$ cat src/rtl/fifo_write_arbiter_if.sv
// Write-port bundle between NUM_REQ requesters and the shared async-FIFO write side.
// The master side is the requester/FIFO environment; the slave side is the arbiter.
interface fifo_write_arbiter_if #(
    parameter int NUM_REQ    = 4,
    parameter int DATA_WIDTH = 8
);
    logic [NUM_REQ-1:0]            req;
    logic [NUM_REQ*DATA_WIDTH-1:0] req_data;
    logic                          full;
    logic                          w_en;
    logic [DATA_WIDTH-1:0]         w_data;
    logic [NUM_REQ-1:0]            req_ack;
    logic [NUM_REQ-1:0]            grant;
    logic                          busy;

    modport master (
        output req, req_data, full,
        input  w_en, w_data, req_ack, grant, busy
    );

    modport slave (
        input  req, req_data, full,
        output w_en, w_data, req_ack, grant, busy
    );
endinterface

$ cat src/rtl/fifo_write_arbiter.sv
// Round-robin arbiter sharing the async-FIFO write port between NUM_REQ requesters.
// One requester owns the port for a burst of up to MAX_BURST accepted beats;
// beats are throttled by the write-side full flag and acknowledged per requester.
module fifo_write_arbiter #(
    parameter int NUM_REQ    = 4,
    parameter int DATA_WIDTH = 8,
    parameter int MAX_BURST  = 4
) (
    input  logic                 w_clk,
    input  logic                 wrst,
    fifo_write_arbiter_if.slave  wif
);
    localparam int IDX_W = $clog2(NUM_REQ);
    localparam int CNT_W = $clog2(MAX_BURST + 1);
    // beat_cnt value at which the next accepted beat completes the burst
    localparam logic [CNT_W-1:0] BURST_LAST = CNT_W'(MAX_BURST - 1);

    typedef enum logic {
        IDLE  = 1'b0,
        GRANT = 1'b1
    } state_t;

    state_t               state_reg,      state_next;
    logic [NUM_REQ-1:0]   grant_reg,      grant_next;
    logic [IDX_W-1:0]     last_grant_reg, last_grant_next;
    logic [CNT_W-1:0]     beat_cnt_reg,   beat_cnt_next;

    logic [DATA_WIDTH-1:0] slice [NUM_REQ];
    logic                  pick_found;
    logic [IDX_W-1:0]      pick_idx;
    logic                  beat;

    // While in GRANT, last_grant_reg is the granted index
    assign beat = (state_reg == GRANT) && wif.req[last_grant_reg] && !wif.full && !wrst;

    // Unpack requester data and decode the per-requester accept strobe
    for (genvar gi = 0; gi < NUM_REQ; gi++) begin : g_req
        assign slice[gi]       = wif.req_data[gi*DATA_WIDTH +: DATA_WIDTH];
        assign wif.req_ack[gi] = beat && (last_grant_reg == IDX_W'(gi));
    end

    assign wif.w_en   = beat;
    assign wif.w_data = (state_reg == GRANT) ? slice[last_grant_reg] : '0;
    assign wif.grant  = grant_reg;
    assign wif.busy   = (state_reg == GRANT);

    // Rotating-priority pick: first set req after the last granted index
    always_comb begin
        int unsigned cand;
        logic [IDX_W-1:0] cand_idx;
        pick_found = 1'b0;
        pick_idx   = '0;
        cand       = 0;
        cand_idx   = '0;
        for (int k = 1; k <= NUM_REQ; k++) begin
            cand     = (int'(last_grant_reg) + k) % NUM_REQ;
            cand_idx = IDX_W'(cand);
            if (!pick_found && wif.req[cand_idx]) begin
                pick_found = 1'b1;
                pick_idx   = cand_idx;
            end
        end
    end

    // Next-state logic: arbitrate in IDLE, count beats and release in GRANT
    always_comb begin
        state_next      = state_reg;
        grant_next      = grant_reg;
        last_grant_next = last_grant_reg;
        beat_cnt_next   = beat_cnt_reg;
        case (state_reg)
            IDLE: begin
                if (pick_found) begin
                    state_next      = GRANT;
                    grant_next      = NUM_REQ'(1) << pick_idx;
                    last_grant_next = pick_idx;
                    beat_cnt_next   = '0;
                end
            end
            GRANT: begin
                // Requester withdrawal wins over full; no beat is taken that cycle
                if (!wif.req[last_grant_reg]) begin
                    state_next = IDLE;
                    grant_next = '0;
                end else if (beat) begin
                    beat_cnt_next = beat_cnt_reg + 1'b1;
                    if (beat_cnt_reg == BURST_LAST) begin
                        state_next = IDLE;
                        grant_next = '0;
                    end
                end
            end
            default: begin
                state_next = IDLE;
                grant_next = '0;
            end
        endcase
    end

    // State register; reset aborts any burst and gives requester 0 first priority
    always_ff @(posedge w_clk) begin
        if (wrst) begin
            state_reg      <= IDLE;
            grant_reg      <= '0;
            last_grant_reg <= IDX_W'(NUM_REQ - 1);
            beat_cnt_reg   <= '0;
        end else begin
            state_reg      <= state_next;
            grant_reg      <= grant_next;
            last_grant_reg <= last_grant_next;
            beat_cnt_reg   <= beat_cnt_next;
        end
    end
endmodule

$ cat src/flat_wrapper.sv
// flat-port wrapper written by rule: the top's interface ports become plain ports
module fifo_write_arbiter_flat 
#(
    parameter int NUM_REQ    = 4,
    parameter int DATA_WIDTH = 8,
    parameter int MAX_BURST  = 4
)
  (w_clk, wrst, wif_req, wif_req_data, wif_full, wif_w_en, wif_w_data, wif_req_ack, wif_grant, wif_busy);
  fifo_write_arbiter_if #(.NUM_REQ(NUM_REQ), .DATA_WIDTH(DATA_WIDTH)) wif_i ();
  input  logic w_clk;
  input  logic wrst;
  input wire logic [$bits(wif_i.req)-1:0] wif_req;
  input wire logic [$bits(wif_i.req_data)-1:0] wif_req_data;
  input wire logic [$bits(wif_i.full)-1:0] wif_full;
  output wire logic [$bits(wif_i.w_en)-1:0] wif_w_en;
  output wire logic [$bits(wif_i.w_data)-1:0] wif_w_data;
  output wire logic [$bits(wif_i.req_ack)-1:0] wif_req_ack;
  output wire logic [$bits(wif_i.grant)-1:0] wif_grant;
  output wire logic [$bits(wif_i.busy)-1:0] wif_busy;
  assign wif_i.req = wif_req;
  assign wif_i.req_data = wif_req_data;
  assign wif_i.full = wif_full;
  assign wif_w_en = wif_i.w_en;
  assign wif_w_data = wif_i.w_data;
  assign wif_req_ack = wif_i.req_ack;
  assign wif_grant = wif_i.grant;
  assign wif_busy = wif_i.busy;
  fifo_write_arbiter #(.NUM_REQ(NUM_REQ), .DATA_WIDTH(DATA_WIDTH), .MAX_BURST(MAX_BURST)) u_core (.w_clk(w_clk), .wrst(wrst), .wif(wif_i));
endmodule
$ cat config.mk
export PLATFORM = sky130hd
export DESIGN_NAME = fifo_write_arbiter_flat
export DESIGN_NICKNAME = d
export VERILOG_FILES = /design/src/rtl/fifo_write_arbiter_if.sv /design/src/rtl/fifo_write_arbiter.sv /design/src/flat_wrapper.sv
export SDC_FILE = /design/constraint.sdc
export NUM_CORES = 1
export LEC_CHECK = 0
export CELL_PAD_IN_SITES_DETAIL_PLACEMENT = 0
export CELL_PAD_IN_SITES_GLOBAL_PLACEMENT = 2
export CORE_AREA = 2 2 62 93
export CTS_BUF_LIST = sky130_fd_sc_hd__clkbuf_16
export CTS_CLUSTER_DIAMETER = 60
export DETAILED_ROUTE_END_ITERATION = 7
export DIE_AREA = 0 0 64 95
export GPL_ROUTABILITY_DRIVEN = 0
export GPL_TIMING_DRIVEN = 0
export PLACE_DENSITY = 0.89
export SYNTH_ARGS = -nofsm -noshare
export SYNTH_HDL_FRONTEND = slang
export SYNTH_SLANG_ARGS = --single-unit
export TNS_END_PERCENT = 30
$ cat constraint.sdc
create_clock -name w_clk -period 2.7 [get_ports w_clk]
set_input_delay 0.81 -clock w_clk [delete_from_list [all_inputs] [get_ports w_clk]]
set_output_delay 0.81 -clock w_clk [all_outputs]
set_load 0.01 [all_outputs]
**Word level (Yosys, flattened, before mapping)**

Index checks and enable logic that the tools add are counted.
W data, S select, Z words.

- Bits in registers: 10
- Input bits: 39
- Output and inout port bits: 18

- Add/subtract/negate cells: 5
- $lt $le $gt $ge: 6
- Equal/unequal tests: 9
- Shift-type cells: 1
- Mux-type cells: 36
- Bitwise gates (word level): 2
- Reductions and logical operators: 19

Operators with widths:

| kind | count |
|---|---|
| $mux W8 | 3 |
| $bmux W8 S2 | 1 |
| $mux W4 | 4 |
| $lt A2 B3 Y1 const B | 5 |
| $mux W1 | 13 |
| $bmux W1 S2 | 5 |
| $logic_and A1 B1 Y1 | 10 |
| $mux W3 | 3 |
| $mux W2 | 4 |
| $pmux W4 S2 | 1 |
| $ne A3 B3 Y1 const B | 2 |
| $pmux W3 S2 | 1 |
| $reduce_and A3 Y1 | 2 |
| $logic_not A1 Y1 | 5 |
| $add A2 B1 Y2 const B | 2 |
| $add A2 B2 Y2 const B | 2 |
| $eq A2 B2 Y1 const B | 2 |
| $ne A2 B2 Y1 const B | 2 |
| $shl A1 B2 Y4 const A | 1 |
| $add A3 B1 Y3 const B | 1 |
| $eq A3 B2 Y1 const B | 1 |
| $ge A3 B3 Y1 const B | 1 |
| $not A2 Y3 | 1 |
| $eq A2 B1 Y1 const B | 1 |
| 5 further kinds | 5 |

**Logic depth before layout (Yosys ltp)**

Gate-level depths: netlist of the first run.

- Depth after elaboration: 16
- Gate-level depth with buffers: 10

**Least setup slack after synthesis of the first run**

No wires, ideal clock.

- Path kind: in2out
- Start: input wif_req[2]
- End: output wif_req_ack[0]
- Arrival: 1722 ps
- Data required time: 1890 ps
- Setup slack: 168 ps
- Cell stages on the path: 4
- Path through: mux4_2 nand2_1 nor3_2 and2_1

- Longest elaborated chain between the ends: 6

RTL lines:

| what | line | source |
|---|---|---|
| start, declared | flat_wrapper.sv:12 | `input wire logic [$bits(wif_i.req)-1:0] wif_req;` |
| $bmux W1 S2 | fifo_write_arbiter.sv:34 | `assign beat = (state_reg == GRANT) && wif.req[last_grant_reg] && !wif.full && !wrst;` |
| $mux W1 (not written as such) | fifo_write_arbiter.sv:34 |  |
| $logic_and A1 B1 Y1 (3 in series) | fifo_write_arbiter.sv:34 |  |
| named net wif_w_en | flat_wrapper.sv:15 | `output wire logic [$bits(wif_i.w_en)-1:0] wif_w_en;` |
| $logic_and A1 B1 Y1 | fifo_write_arbiter.sv:39 | `assign wif.req_ack[gi] = beat && (last_grant_reg == IDX_W'(gi));` |
| end, declared | flat_wrapper.sv:17 | `output wire logic [$bits(wif_i.req_ack)-1:0] wif_req_ack;` |

The timed path passes the listed nets, and every way through them passes these cells. The select of a mux whose other input is x is not followed.

**Worst setup path in the final report of the first run**

- Start: input wif_req[3]
- End: output wif_req_ack[2]

- Longest elaborated chain between the ends: 6

RTL lines:

| what | line |
|---|---|
| $bmux W1 S2 | fifo_write_arbiter.sv:34 |
| $mux W1 (not written as such) | fifo_write_arbiter.sv:34 |
| $logic_and A1 B1 Y1 (3 in series) | fifo_write_arbiter.sv:34 |
| $logic_and A1 B1 Y1 | fifo_write_arbiter.sv:39 |

Every way passes these cells. The select of a mux whose other input is x is not followed.

==> metrics.txt, run 1 <==
register area share after synthesis=17.0%; Worst Path Required=1890 ps; FF+latch count, synth=10; NumNets Final=about 240; initial antenna violation count=0; Starting Density=22.2%; Cell Rows=33; pwr/cell area=537 mW/mm²; Slew @ Worst Pin=530 ps; setup TNS=-96.2 ps; Slew Viols, Final=0; fmax=around 360 MHz; Layout Skew=between 4 and 5 ps; CTS Sinks=10; Setup CP Type=primary input to primary output; area of the multi-input gates=947 µm²; outcome=finished, violations left; Mean Syn Cell Area=9.29 µm²; Final Instance Count excl. Fillers=264; type of origin of the critical path=primary input; area grow syn2layout=65.0%; post-synth net total=172; post-detail-place hpwl=~2.8 mm; critical path capture point type=primary output; DRT iter0 DRCs=44; headroom to the max-slew limit=roughly 64%; Placed Cells=253; via count=1293; Crit-path slowest cell=mux4_2; crit path cell chain=buf_8, mux4_2, nand2_2, nor3_4, buf_4, and2_4, buf_6; Post-Syn Instances=between 100 and 150; Post-synth ARST share=0%; Most used DFF post-synth=dfxtp_1; register area=~210 µm²; total global routing overflow=0; Clock transition at path regs=40 ps; CTS Buffer Depth=2; count of final setup violators=2; cts bufs inserted=3; H-tree depth=1; Via density=4.90; Die Width=approximately 64 µm; design area=between 0.0015 and 0.002 mm²; failing checks=setup timing; total wire length=3.68 mm; largest net degree at the start of global routing=11; fillers=551; met3 WL post-DR=171 µm; I/O Pins=57; Die Footprint=0.00608 mm²; TritonCTS clock tree=done; Hold WS=469 ps; CP Data Arrival Time=1940 ps; CTS root buf=clkbuf_16; input/output buffers=56; worst vdd ir=0.215 mV; CORE AREA=0.00533 mm²; Tmin final=approximately 2700 ps; global-route wire length before repair=5.74 mm; largest stage delay on the critical path=between 400 and 500 ps; Hold Crit Class=register to register; DRC violation count after routing=0; period utilization=102%; Die Y=~95 µm; P_leak=0.841 nW; share of layout cells above drive strength 1=31.4%; mapped cell area=0.00118 mm²; RSZ-0062 raised after global routing=yes; Synth Warn #=0; DP Area=0.00183 mm²; Fin. Hold Viols=0; unique cell type count in the Yosys netlist=41; first drt pass iteration count=4; largest fanout on the critical path=7; Worst Setup Slack, final=-49.9 ps; number of enable flip-flop cells after synthesis=0; number of antenna diodes=0; max layer used=met4; fin util=a little over a third; max_cap viols=0; wire per inst=14.0 µm; # hold bufs at CTS=0; DR WL met2=1.99 mm; vias in the first global route=1210; wl on met1=1.48 mm; GRT Total Usage=11.9%; Largest register FFs=4; clk_lat worst skew=240 ps; DRT antenna net count=0
-- area by class of cell --
type | count | share of cell area [%]
Tap cell | 70 | 4.50
Clock buffer | 3 | 3.86
Inverter | 4 | 0.771
Sequential cell | 10 | 10.5
Timing Repair Buffer | 64 | 27.9
Multi-Input combinational cell | 101 | 48.7
Buffer | 12 | 3.79
-- what timing repair did --
action	4_1_cts	5_1_grt
gates resized for setup	124	12
buffers inserted	5	3
hold endpoints to repair	0	0
pin swaps	4	1
endpoints found under the setup margin	17	15
-- logic make-up (layout without fill, tap and decap cells) --
kind of cell             Yosys count  after routing  synth area share [%]
adder cells (fa/ha/maj)            6              6                  6.36
multiplexers                      15             15                  23.5
AND/OR/NAND/NOR                   48             48                  23.4
AO/OA/AOI/OAI                     32             32                  24.1
buffers and inverters             16             83                  5.62
flip-flops                        10             10                  17.0
-- layer usage --
metal	vias to the layer above	GRT usage, %
met1	629	13.2
met3	6	2.26
li1	621	-
met2	37	23.1
met5	-	0
met4	0	2.17
-- critical path, delay by kind of cell --
family / cells / cell delay [ps]
muxes: 1 / 490
buffers and inverters: 3 / 340
and+or+nand+nor: 3 / 290
-- cell usage in the layout, fill, tap and decap left out, types with 4 or more instances in the layout --
cell / instances
a21oi_1: 6
and2_1: 10
buf_2: 12
buf_4: 9
buf_6: 4
buf_8: 4
clkbuf_1: 6
clkdlybuf4s50_1: 6
dfxtp_1: 8
dlygate4sd2_1: 33
ha_1: 6
inv_1: 4
mux4_2: 10
nand2_1: 5
nand2b_1: 4
nand3b_1: 4
nor2_1: 6
o21ai_0: 5
-- cells in the mapped netlist (3+ instances only) --
cell,count,area [µm²]
o21ai_0,5,25.0
mux4_2,10,225
a21oi_1,6,30.0
clkbuf_1,7,26.3
nand3_1,3,15.0
inv_1,4,15.0
nand3b_1,4,30.0
and2_1,12,75.1
ha_1,6,75.1
mux2i_1,3,30.0
dfxtp_1,10,200
nand2b_1,4,25.0
nand2_1,6,22.5
buf_2,5,25.0
nor2_1,6,22.5
nor2b_1,3,18.8
-- through the flow --
stage	total power [mW]	worst slack (ps)
5_1_grt	1.12	-77.4
2_1_floorplan	0.568	168
3_3_place_gp	0.766	-1000
3_5_place_dp	0.767	-1030
4_1_cts	1.02	-52.5
6_report	1.04	-49.9
-- power by group --
| part | total, mW | switching [mW] | leakage [nW] | internal, mW |
|---|---|---|---|---|
| Sequential | 0.196 | 0.0242 | 0.0820 | 0.171 |
| Clock | 0.259 | 0.0676 | 0.0370 | 0.192 |
| Combinational | 0.590 | 0.279 | 0.722 | 0.311 |
| Total | 1.04 | 0.371 | 0.841 | 0.674 |
-- worst paths after layout --
path / startpoint / to / slack, ps / cells past startpoint
worst min register to register: u_core.wif.grant[2]$_SDFFE_PP0P_ / u_core.wif.grant[2]$_SDFFE_PP0P_ / 470 / 2
worst min-delay path: u_core.wif.grant[2]$_SDFFE_PP0P_ / u_core.wif.grant[2]$_SDFFE_PP0P_ / 470 / 2
worst max-delay path: wif_req[3] / wif_req_ack[2] / -50 / 7
worst max register to register: u_core.last_grant_reg[0]$_SDFFE_PP1P_ / u_core.wif.grant[3]$_SDFFE_PP0P_ / 210 / 9
(Power assumes the default switching activity.)
==> run 2: changes to the inputs <==
--- a/config.mk
+++ b/config.mk
@@ -9,7 +9,6 @@
 export CELL_PAD_IN_SITES_GLOBAL_PLACEMENT = 2
 export CORE_AREA = 2 2 62 93
 export CTS_BUF_LIST = sky130_fd_sc_hd__clkbuf_16
-export CTS_CLUSTER_DIAMETER = 60
 export DETAILED_ROUTE_END_ITERATION = 7
 export DIE_AREA = 0 0 64 95
 export GPL_ROUTABILITY_DRIVEN = 0
==> results of run 2 <==
The final DEF is identical to that of run 1; final timing and power are the same.
==> run 3: changes to the inputs <==
--- a/config.mk
+++ b/config.mk
@@ -5,6 +5,7 @@
 export SDC_FILE = /design/constraint.sdc
 export NUM_CORES = 1
 export LEC_CHECK = 0
+export ABC_AREA = 0
 export CELL_PAD_IN_SITES_DETAIL_PLACEMENT = 0
 export CELL_PAD_IN_SITES_GLOBAL_PLACEMENT = 2
 export CORE_AREA = 2 2 62 93
==> results of run 3 <==
The final DEF is identical to that of run 1; final timing and power are the same.
